[config.mk]
export PLATFORM = sky130hd
export DESIGN_NAME = alu_pipe
export DESIGN_NICKNAME = d
export VERILOG_FILES = /design/src/rtl/alu_pipe.sv
export SDC_FILE = /design/constraint.sdc
export NUM_CORES = 1
export LEC_CHECK = 0
export CORE_ASPECT_RATIO = 1.4
export CORE_UTILIZATION = 60
export DETAILED_ROUTE_END_ITERATION = 6
export PLACE_DENSITY = 0.81
export RECOVER_POWER = 25
export SLEW_MARGIN = 15
export SYNTH_ARGS = -nofsm -noshare
export SYNTH_HDL_FRONTEND = slang
export SYNTH_SLANG_ARGS = --single-unit
[constraint.sdc]
create_clock -name clk -period 5.46 [get_ports clk]
set_input_delay 1.092 -clock clk [delete_from_list [all_inputs] [get_ports clk]]
set_output_delay 1.092 -clock clk [all_outputs]
set_load 0.02 [all_outputs]
[src/rtl/alu_pipe.sv]
// Registered ALU with a valid/ready handshake and an iterative shift-add multiplier.
// Single-cycle ops have latency 1; MUL occupies the block for WIDTH cycles.
module alu_pipe #(
    parameter int WIDTH  = 16,
    parameter bit MUL_EN = 1'b1
) (
    input  logic             clk,
    input  logic             reset,
    input  logic             in_valid,
    output logic             in_ready,
    input  logic [2:0]       opcod,
    input  logic [WIDTH-1:0] X,
    input  logic [WIDTH-1:0] Y,
    output logic             out_valid,
    input  logic             out_ready,
    output logic [WIDTH-1:0] out,
    output logic             Cout,
    output logic             V,
    output logic             lt,
    output logic             eq,
    output logic             gt,
    output logic             zero
);

    localparam int SHW = $clog2(WIDTH);
    localparam logic [SHW-1:0] CNT_LAST = {SHW{1'b1}};

    typedef enum logic [1:0] {IDLE, MUL, HOLD} state_t;

    state_t             state_q, state_d;
    logic [WIDTH-1:0]   out_q, out_d;
    logic               cout_q, cout_d;
    logic               v_q, v_d;
    logic               lt_q, lt_d;
    logic               eq_q, eq_d;
    logic               gt_q, gt_d;
    logic               zero_q, zero_d;
    logic [2*WIDTH-1:0] mcand_q, mcand_d;
    logic [2*WIDTH-1:0] acc_q, acc_d;
    logic [WIDTH-1:0]   mplier_q, mplier_d;
    logic [SHW-1:0]     cnt_q, cnt_d;
    logic [2:0]         cmp_q, cmp_d;

    logic               accept;
    logic               is_sub;
    logic               is_mul;
    logic [WIDTH-1:0]   y_eff;
    logic [WIDTH:0]     sum;
    logic [WIDTH-1:0]   op_res;
    logic               op_cout;
    logic               op_v;
    logic               cmp_lt, cmp_eq, cmp_gt;
    logic [2*WIDTH-1:0] acc_step;

    assign in_ready  = (state_q == IDLE) || ((state_q == HOLD) && out_ready);
    assign accept    = in_valid && in_ready;
    assign out_valid = (state_q == HOLD);
    assign out       = out_q;
    assign Cout      = cout_q;
    assign V         = v_q;
    assign lt        = lt_q;
    assign eq        = eq_q;
    assign gt        = gt_q;
    assign zero      = zero_q;

    // Result of every single-cycle opcode; SUB reuses the adder with inverted Y and carry-in 1.
    always_comb begin
        op_res  = '0;
        op_cout = 1'b0;
        op_v    = 1'b0;
        is_sub  = (opcod == 3'b001);
        is_mul  = (opcod == 3'b111) && MUL_EN;
        y_eff   = is_sub ? ~Y : Y;
        sum     = {1'b0, X} + {1'b0, y_eff} + {{WIDTH{1'b0}}, is_sub};
        cmp_lt  = $signed(X) < $signed(Y);
        cmp_eq  = (X == Y);
        cmp_gt  = !cmp_lt && !cmp_eq;
        case (opcod)
            3'b000, 3'b001: begin
                op_res  = sum[WIDTH-1:0];
                op_cout = sum[WIDTH];
                op_v    = (X[WIDTH-1] == y_eff[WIDTH-1]) && (sum[WIDTH-1] != X[WIDTH-1]);
            end
            3'b010:  op_res = X & Y;
            3'b011:  op_res = X | Y;
            3'b100:  op_res = {{(WIDTH-1){1'b0}}, cmp_lt};
            3'b110:  op_res = X << Y[SHW-1:0];
            default: op_res = '0;
        endcase
    end

    assign acc_step = mplier_q[0] ? (acc_q + mcand_q) : acc_q;

    always_comb begin
        state_d  = state_q;
        out_d    = out_q;
        cout_d   = cout_q;
        v_d      = v_q;
        lt_d     = lt_q;
        eq_d     = eq_q;
        gt_d     = gt_q;
        zero_d   = zero_q;
        mcand_d  = mcand_q;
        acc_d    = acc_q;
        mplier_d = mplier_q;
        cnt_d    = cnt_q;
        cmp_d    = cmp_q;

        case (state_q)
            MUL: begin
                acc_d    = acc_step;
                mcand_d  = mcand_q << 1;
                mplier_d = mplier_q >> 1;
                cnt_d    = cnt_q + 1'b1;
                // The last step writes the product straight into the result registers.
                if (cnt_q == CNT_LAST) begin
                    state_d            = HOLD;
                    out_d              = acc_step[WIDTH-1:0];
                    cout_d             = |acc_step[2*WIDTH-1:WIDTH];
                    v_d                = 1'b0;
                    zero_d             = (acc_step[WIDTH-1:0] == '0);
                    {lt_d, eq_d, gt_d} = cmp_q;
                end
            end
            HOLD: begin
                if (out_ready && !in_valid) state_d = IDLE;
            end
            default: ;
        endcase

        if (accept) begin
            if (is_mul) begin
                state_d  = MUL;
                mcand_d  = {{WIDTH{1'b0}}, X};
                mplier_d = Y;
                acc_d    = '0;
                cnt_d    = '0;
                cmp_d    = {cmp_lt, cmp_eq, cmp_gt};
            end else begin
                state_d = HOLD;
                out_d   = op_res;
                cout_d  = op_cout;
                v_d     = op_v;
                lt_d    = cmp_lt;
                eq_d    = cmp_eq;
                gt_d    = cmp_gt;
                zero_d  = (op_res == '0);
            end
        end
    end

    always_ff @(posedge clk) begin
        if (reset) begin
            state_q  <= IDLE;
            out_q    <= '0;
            cout_q   <= 1'b0;
            v_q      <= 1'b0;
            lt_q     <= 1'b0;
            eq_q     <= 1'b0;
            gt_q     <= 1'b0;
            zero_q   <= 1'b0;
            mcand_q  <= '0;
            acc_q    <= '0;
            mplier_q <= '0;
            cnt_q    <= '0;
            cmp_q    <= '0;
        end else begin
            state_q  <= state_d;
            out_q    <= out_d;
            cout_q   <= cout_d;
            v_q      <= v_d;
            lt_q     <= lt_d;
            eq_q     <= eq_d;
            gt_q     <= gt_d;
            zero_q   <= zero_d;
            mcand_q  <= mcand_d;
            acc_q    <= acc_d;
            mplier_q <= mplier_d;
            cnt_q    <= cnt_d;
            cmp_q    <= cmp_d;
        end
    end

endmodule

## Word-level counts from Yosys, hierarchy flattened

Cells that the tools add are included.

- Bits in registers: 111
- Bits in latches: 0
- Memory bits (writable): 0
- ROM bits: 0
- Input port bits: 39
- Memories kept: 0

- Add/sub/neg operators: 4
- Multipliers: 0
- Divide/modulo/power cells: 0
- Magnitude comparators: 1
- Equal/unequal tests: 14
- Shift operators: 1
- Mux-type cells: 50
- Bitwise gates (word level): 3
- Reductions and logical operators: 18

Operator list:

| operator | count |
|---|---|
| 2-to-1 mux 32 bit | 7 |
| 2-to-1 mux 16 bit | 8 |
| one-hot mux 16 bit (5 select lines) | 1 |
| adder 32 bit | 1 |
| logical NOT 16 bit | 2 |
| 2-to-1 mux 1 bit | 26 |
| adder 16 x 16 -> 17 bit | 1 |
| adder 17 x 1 -> 17 bit | 1 |
| bitwise AND 16 bit | 1 |
| == test 16 bit | 1 |
| < comparator 16 bit | 1 |
| NOT 16 bit | 1 |
| OR 16 bit | 1 |
| OR reduction 16 bit | 1 |
| << shifter 16 x 4 -> 16 bit | 1 |
| 2-to-1 mux 4 bit | 3 |
| == test 3 bit, second input constant | 3 |
| 2-to-1 mux 2 bit | 4 |
| == test 3 x 2 -> 1 bit, second input constant | 2 |
| logical AND 1 bit | 5 |
| adder 4 x 1 -> 4 bit, second input constant | 1 |
| == test 4 bit, second input constant | 1 |
| one-hot mux 2 bit (2 select lines) | 1 |
| == test 3 x 1 -> 1 bit, second input constant | 1 |
| other kinds (14) | 16 |

## Depth between registers and ports, before layout

Gate-level depths: netlist of run 1.

- Depth in word-level cells: 9
- Gate-level depth with buffers: 16
- Gate-level depth less buffers: 13

## Least setup slack after synthesis of run 1

OpenSTA, ideal clock, no wires.

- Path kind: input to register
- Start point: in opcod[1]
- End point: reg zero_q, in the netlist zero
- Data arrival time: 4.565 ns
- Data required time: 5.376 ns
- Slack: 0.810 ns
- Stages: 16
- Buffers on the path: 3
- Cell sequence: buf_4 > nor2_1 > and2_1 > clkbuf_1 > buf_2 > xnor2_1 > fa_1 > a21o_1 > a21oi_1 > o211ai_1 > a41oi_1 > xnor2_1 > o221ai_1 > nor4_2 > nand4_1 > o31ai_2

- Word-level cells in the longest chain between the ends: 8
- Elaborated cells on any way between the ends: 15
- Classes of those cells: add/sub: 2; eq/ne: 6; mux: 4; reduce/logical: 3

RTL lines:

| element | line | text |
|---|---|---|
| from (decl) | 11 | `input logic [2:0] opcod,` |
| == test 3 x 1 -> 1 bit | 71, 78 |  |
| 2-to-1 mux 16 bit | 73 | `y_eff = is_sub ? ~Y : Y;` |
| adder 16 x 16 -> 17 bit | 74 | `sum = {1'b0, X} + {1'b0, y_eff} + {{WIDTH{1'b0}}, is_sub};` |
| adder 17 x 1 -> 17 bit | 74 |  |
| one-hot mux 16 bit (5 select lines) | 78 | `case (opcod)` |
| logical NOT 16 bit | 147 | `zero_d = (op_res == '0);` |
| 2-to-1 mux 1 bit (*) | 132 | `if (is_mul) begin` |
| 2-to-1 mux 1 bit (*) | 131 | `if (accept) begin` |
| to (signal assigned) | 175 | `zero_q <= zero_d;` |
| to (decl) | 37 | `logic zero_q, zero_d;` |

Mark *: on every way between the ends. The rest lies on a longest branch, timed or not.
A chain may end at the register's enable or synchronous reset.

## Worst setup path in the final report of run 1

- Start point: in out_ready
- End point: reg mplier_q[1]

- Word-level cells in the longest chain between the ends: 4

RTL lines:

| element | line | text |
|---|---|---|
| from (decl) | 15 | `input logic out_ready,` |
| logical AND 1 bit | 55 | `assign in_ready = (state_q == IDLE) \|\| ((state_q == HOLD) && out_ready);` |
| logical OR 1 bit | 55 |  |
| logical AND 1 bit | 56 | `assign accept = in_valid && in_ready;` |
| 2-to-1 mux 16 bit | 131 |  |
| to (signal assigned) | 178 | `mplier_q <= mplier_d;` |
| to (decl) | 40 | `logic [WIDTH-1:0] mplier_q, mplier_d;` |

Every way passes these cells.

==> impl_results.md, run 1 <==
* Largest family of logic cells by synthesized area: compound AO/OA/AOI/OAI gates
* Worst reg2reg startpoint: state_q[0]
* H-tree levels at 3
* Maximum VDD drop at 0.0002018 V
* M1 WL at 11.53 mm
* Final Setup Violations at 0
* Ys async rst share at 0%
* First-pass DRT Iterations at 5
* Die Height at 153.6 um
* Worst path required time at 5.73 ns
* Synthesized flop and latch total at 111
* Final Critical Period at 4.734 ns
* Leakage at 0.004466 uW
* PD cells at 203.1 nW/um2
* Max incr delay on CP at ~2.0 ns
* Synth cell types at 83
* Gr ovfl total at 0
* Reg2Reg Depth at 8
* Hold Crit Class: register to register
* Met2 wire len at 15.84 mm
* Vias in the first global route at between 9000 and 10000
* Top post-synthesis cells by count: 168 x nor2_1, 111 x dfxtp_1, 103 x ha_1
* DRC at 0
* R2R setup slack at about 1.2 ns
* Max Clk Rate at between 200 and 250 MHz
* Inserted Clock Buffers at 9
* GP Congestion at 1.012
* Post-synthesis xor/xnor area fraction at 3.826%
* Syn nets at between 1000 and 1500
* Synth warn at 0
* Antenna Nets Post-Route at 0
* GRT Total Usage at slightly below 40%
* Failing checks: max-capacitance violations, max-slew violations
* Vias per cell at 6.545
* Sequential fraction of the synthesis area at a little under a quarter
* RSZ-0062 raised after global routing: no
* Synthesized area at 9843 um2
* Startpoint types: input pin
* # Post-CTS Setup Buffers at 0
* Status: finished with violations
* Highest metal used: met4
* Drt total wl at 31.91 mm
* Syn Inst Count at 1255
* CTS Buffer Depth at 2
* Crit path from: out_ready
* Max-Cap Viols at 1
* Pwr Total at 2204 uW
* Max-Slew Margin vs Limit at -88.04%
* Met3 WL at approximately 1.8 mm
* Pins over their slew limit at 68
* Synthesis-to-layout area growth at 10.27%
* Via Count at 9680
* Ports at 63
* Crit path cell chain: dlygate4sd3_1 > a21o_1 > nand2_1 > or2_2 > clkbuf_1 > nor2_1 > a211oi_1
* R2r endpoint: mplier_q[1]
* Kind of critical path: input pin to register
* # diodes at 0
* Post-synth EDFFs at 0
* CP arrival at 5.00 ns
* Synthesized area per cell at between 7 and 8 um2
* Sink Count at 111
* Post-synthesis simple-gate area fraction at around 19%
* Worst Setup End Kind: register
* Rows at between 50 and 60
* Average routed wire per standard cell at approximately 22 um
* Multiplexer area fraction after synthesis at between 10% and 20%
* Clock latency on the worst-skew pair at 0.36 ns
* First-pass GRT wire length at roughly 50 mm
* Largest net degree at the start of global routing at 68
* Core ar. at 16100 um2
* Post-DP Area at ~11000 um2
* Post_cts resized at 0
* Hold Fails Final Rpt at 0
* Post-synthesis adder-cell area fraction at 13.50%
* Share of cells above drive strength 1 at 5.313%
* Count of buffers from port buffering at 62
* Top cells by area, synth: dfxtp_1 23%, ha_1 13%, mux2i_1 9.8%
* Post-synthesis compound-gate area fraction at between 20% and 30%
* Final period util at 86.71%
* Hold Path Cell Cnt at 2
* Fin Setup TNS at 0 ns
* Yosys top cell by area: dfxtp_1
* Hold path start: cmp_q[0]
* Skew final at 0.01169 ns
* Post-synth top flop: dfxtp_1
* Top-area cell type share of the netlist area at 22.58%
* Die X at 110.3 um
* Post-CTS Hold Buffers at 0
* Hold endpoint: cmp_q[0]
* Hpwl dp at 24.39 mm
* Initial Util at 61.13%
* Initial antenna violation count at 0
* Most common cell in the synthesized netlist: nor2_1
* Final instance area at 10850 um2
* Net count reported at finish at 1419
* Worst Tran Pin Value at ~2.8 ns
* Crit-path max FO at 67
* Critical path's slowest cell: clkbuf_1
* DRT iter0 DRCs at 882
* Reg clk slew, reported paths at 0.08 ns
* CTS root buffer: clkbuf_16
* CTS tree: done
* Die area at roughly 17000 um2
cell families after synthesis:
group,Yosys count
and+or+nand+nor,408
AOI/OAI and AO/OA,348
buffers and inverters,138
DFF,111
adders and majority gates,105
muxes,102
xor gates and xnor gates,43
worst max path at each step:
| stage | to |
|---|---|
| after floorplan | zero |
| after global placement | zero |
| after detailed placement | zero |
| after CTS | zero |
| after global routing | mcand_q[9] |
| final | mplier_q[1] |
area by class of cell:
type                            instances  area [um2]
Multi-Input combinational cell       1006        7083
Fill cell                            1413        5249
Sequential cell                       111        2223
Timing Repair Buffer                   80       747.0
Inverter                               67       251.5
Tap cell                              199       249.0
Clock buffer                           10       239.0
Clock inverter                          6       61.31
critical path: cells and delay by family:
family	cells	cell delay (ns)
compound gates	2	0.55
buf+inv	2	2.54
simple gates	3	0.77
layout by cell type (no fill, tap or decap), types with 12 or more instances in the layout:
cell and count:
nand3_1 22, buf_4 17, xnor2_1 32, nand2_1 91, and3_1 12, inv_1 66
o21ai_0 43, ha_1 102, a211oi_1 65, dlygate4sd3_1 24, dfxtp_1 110, a31oi_1 15
or3_1 13, nor2_1 167, nor2b_1 18, nor3_1 21, nand4_1 12, a21oi_1 95
a21o_1 20, mux2i_1 96, clkdlybuf4s50_1 37
report_power, final:
| part | switching [uW] | internal, uW |
|---|---|---|
| sequential | 23.2 | 844 |
| clock | 345 | 335 |
| combinational | 402 | 256 |
routing by layer:
metal  global-route usage (%)  up-vias
met5                        0        -
met4                    30.51        0
met3                    5.977      142
met2                    66.43      432
met1                    41.12     4524
li1                         -     4582
sequential cells by signal, indices dropped and copies added, names as in the netlist:
name      count
mcand_q      32
Cout          1
state_q       2
lt            1
cnt_q         4
acc_q        32
cmp_q         3
V             1
gt            1
eq            1
zero          1
out          16
mplier_q     16
stage by stage:
step | setup WS, ns | hold WS (ns) | utilization (%) | instances
floorplan | 0.8102 | 0.4366 | - | 1255
global placement | 0.6428 | 0.4484 | 65.55 | 1463
detailed placement | 0.5777 | 0.4545 | 65.55 | 1463
CTS | 0.9504 | 0.4653 | 67.41 | 1479
global route | 0.4732 | 0.5097 | 67.40 | 1479
finish | 0.7259 | 0.4691 | 67.40 | 1479
Power figures use the tool's default switching activity.
==> inputs of run 2 (changes only) <==
--- a/config.mk
+++ b/config.mk
@@ -10,6 +10,7 @@
 export DETAILED_ROUTE_END_ITERATION = 6
 export PLACE_DENSITY = 0.81
 export RECOVER_POWER = 25
+export SKIP_LAST_GASP = 1
 export SLEW_MARGIN = 15
 export SYNTH_ARGS = -nofsm -noshare
 export SYNTH_HDL_FRONTEND = slang
==> constraint.sdc (replaced) <==
create_clock -name clk -period 4.4 [get_ports clk]
set_input_delay 0.88 -clock clk [delete_from_list [all_inputs] [get_ports clk]]
set_output_delay 0.88 -clock clk [all_outputs]
set_load 0.02 [all_outputs]
==> impl_results.md, run 2 (same netlist as run 1, synthesis figures left out) <==
* Final instance area at 11090 um2 (+2.2%)
* Hold_ws at 0.4637 ns (-0.005467 ns)
* Count of buffers from port buffering at 62 (unchanged)
* Largest regs: acc_q: 32 flops, mcand_q: 32 flops
* Fin Setup TNS at 0 ns (unchanged)
* Post-CTS Hold Buffers at 0 (unchanged)
* GRT Total Usage at 39.83% (+1.1 points)
* Drt total wl at 32.77 mm (+2.7%)
* CTS Buffer Depth at 2 (unchanged)
* Pre-CTS setup slack at 0.02831 ns (-0.5494 ns)
* Max Clk Rate at 247.5 MHz
* Antenna Nets Post-Route at 0 (unchanged)
* CTS root buffer: clkbuf_16
* Maximum VDD drop at 0.0002610 V (+29%)
* Gr ovfl total at 0 (unchanged)
* Post-DP Area at 10800 um2 (+2.3%)
* RSZ-0062 raised after global routing: no
* Via Count at 9700 (+0.21%)
* Die Height at 153.6 um (unchanged)
* Net count reported at finish at 1449 (+2.1%)
* Final period util at 91.83%
* PD cells at 249.2 nW/um2 (+23%)
* Initial antenna violation count at 1 (+1)
* Largest net degree at the start of global routing at 68 (unchanged)
* Core ar. at 16100 um2 (unchanged)
* Max-Cap Viols at 0 (-1)
* CP arrival at 4.32 ns (-0.68 ns)
* Die area at 16930 um2 (unchanged)
* DRC at 0 (unchanged)
* Leakage at 0.004620 uW (+3.5%)
* Max-Slew Margin vs Limit at 13.94% (+100 points)
* Hold Fails Final Rpt at 0 (unchanged)
* Most common cell after layout, fill and taps aside: nor2_1
* Kind of critical path: input pin to register
* DRT iter0 DRCs at 705 (-20%)
* Ports at 63 (unchanged)
* Vias in the first global route at 9460 (+0.58%)
* # Post-CTS Setup Buffers at 0 (unchanged)
* H-tree levels at 3 (unchanged)
* First-pass GRT wire length at 50.57 mm (+1.8%)
* CTS tree: done
* Final Setup Violations at 0 (unchanged)
* First-pass DRT Iterations at 5 (unchanged)
* Worst Setup End Kind: register
* Skew final at 0.01013 ns (-0.001565 ns)
* Hpwl dp at 25.92 mm (+6.2%)
* Clock latency on the worst-skew pair at 0.36 ns (about the same)
* Most frequent cells in the layout: 167 x nor2_1, 110 x dfxtp_1, 102 x ha_1, 96 x mux2i_1, 95 x a21oi_1
* Synthesis-to-layout area growth at 12.71%
* Post_cts resized at 0 (unchanged)
* Inserted Clock Buffers at 9 (unchanged)
* Share of cells above drive strength 1 at 7.481% (+2.2 points)
* Startpoint types: input pin
* Worst Tran Pin Value at 1.291 ns (-1.530 ns)
* Die X at 110.3 um (unchanged)
* Hold Crit Class: register to register
* Pins over their slew limit at 0 (-100%)
* Filler cell count at 1393 (-1.4%)
* Final Critical Period at 4.040 ns
* Initial Util at 61.13% (unchanged)
* Average routed wire per standard cell at 21.70 um (+0.57%)
* Final WS setup at 0.3597 ns (-0.3662 ns)
* Status: completed
* Sink Count at 111 (unchanged)
* Crit-path max FO at 9 (-87%)
* Reg clk slew, reported paths at 0.08 ns (about the same)
* Rows at 55 (unchanged)
* Worst path required time at 4.68 ns (-1.05 ns)
* Vias per cell at 6.424 (-1.9%)
* GP Congestion at 0.9914 (-2.0%)
-- run 2: cell types whose count changed in the layout (fill, tap and decap cells not counted), sizes merged --
cell	previous run	this run
clkinvlp	1	0
diode	0	1
buf	18	48
inv	70	68
clkinv	2	5
-- run 2: layout make-up --
cell class	count	area [um2]	share of cell area (%)
multi-input combinational	1006	7081	63.82
sequential	111	2223	20.04
timing repair buffer	110	985.9	8.887
inverter	67	251.5	2.267
tap	199	249.0	2.244
clock buffer	10	239.0	2.154
clock inverter	6	62.56	0.5639
antenna	1	2.502	0.02256
-- run 2: where the power goes --
| part | switching [uW] | internal (uW) | leakage, uW | total, uW |
|---|---|---|---|---|
| Clock | 416 | 414 | 0.000148 | 830 |
| Sequential | 30.9 | 1050 | 0.000899 | 1080 |
| Combinational | 510 | 346 | 0.00357 | 856 |
-- run 2: critical path, cell delays in order --
cell             delay (ns)
clkdlybuf4s50_1        0.53
nor2_2                 0.07
and2_1                 0.17
buf_4                  0.19
xnor2_1                0.13
ha_1                   0.33
a21o_1                 0.21
a21oi_1                0.26
o21ai_0                0.16
xnor2_1                0.16
a2111oi_0              0.42
buf_4                  0.18
nand4_1                0.10
nor4_2                 0.17
nand4_1                0.14
o31ai_2                0.21
-- run 2: layer usage --
layer	vias up	track usage [%]	wire, um
li1	4648	-	-
met5	-	0	0
met4	0	35.21	3303
met2	402	68.80	16440
met3	141	5.850	1611
met1	4509	40.48	11410
-- run 2: final timing paths --
kind / from / to / slack [ns] / depth (start not counted)
setup / recovery: opcod[1] / zero / 0.36 / 16
hold / removal: cmp_q[0] / cmp_q[0] / 0.46 / 2
setup reg to reg: mcand_q[0] / Cout / 0.85 / 11
hold reg to reg: cmp_q[0] / cmp_q[0] / 0.46 / 2
-- run 2: stage by stage --
stage	util (%)	instances	total power (uW)
after floorplan	-	1255	1625
after global placement	67.04	1493	1941
after detailed placement	67.04	1493	1949
after CTS	68.91	1509	2766
after global routing	68.90	1510	2882
final	68.90	1510	2765
==> inputs of run 3 (changes only) <==
--- a/config.mk
+++ b/config.mk
@@ -7,6 +7,7 @@
 export LEC_CHECK = 0
 export CORE_ASPECT_RATIO = 1.4
 export CORE_UTILIZATION = 60
+export CTS_CLUSTER_DIAMETER = 40
 export DETAILED_ROUTE_END_ITERATION = 6
 export PLACE_DENSITY = 0.81
 export RECOVER_POWER = 25
==> results of run 3 <==
No change in the layout: final DEF, timing and power equal those of run 2.
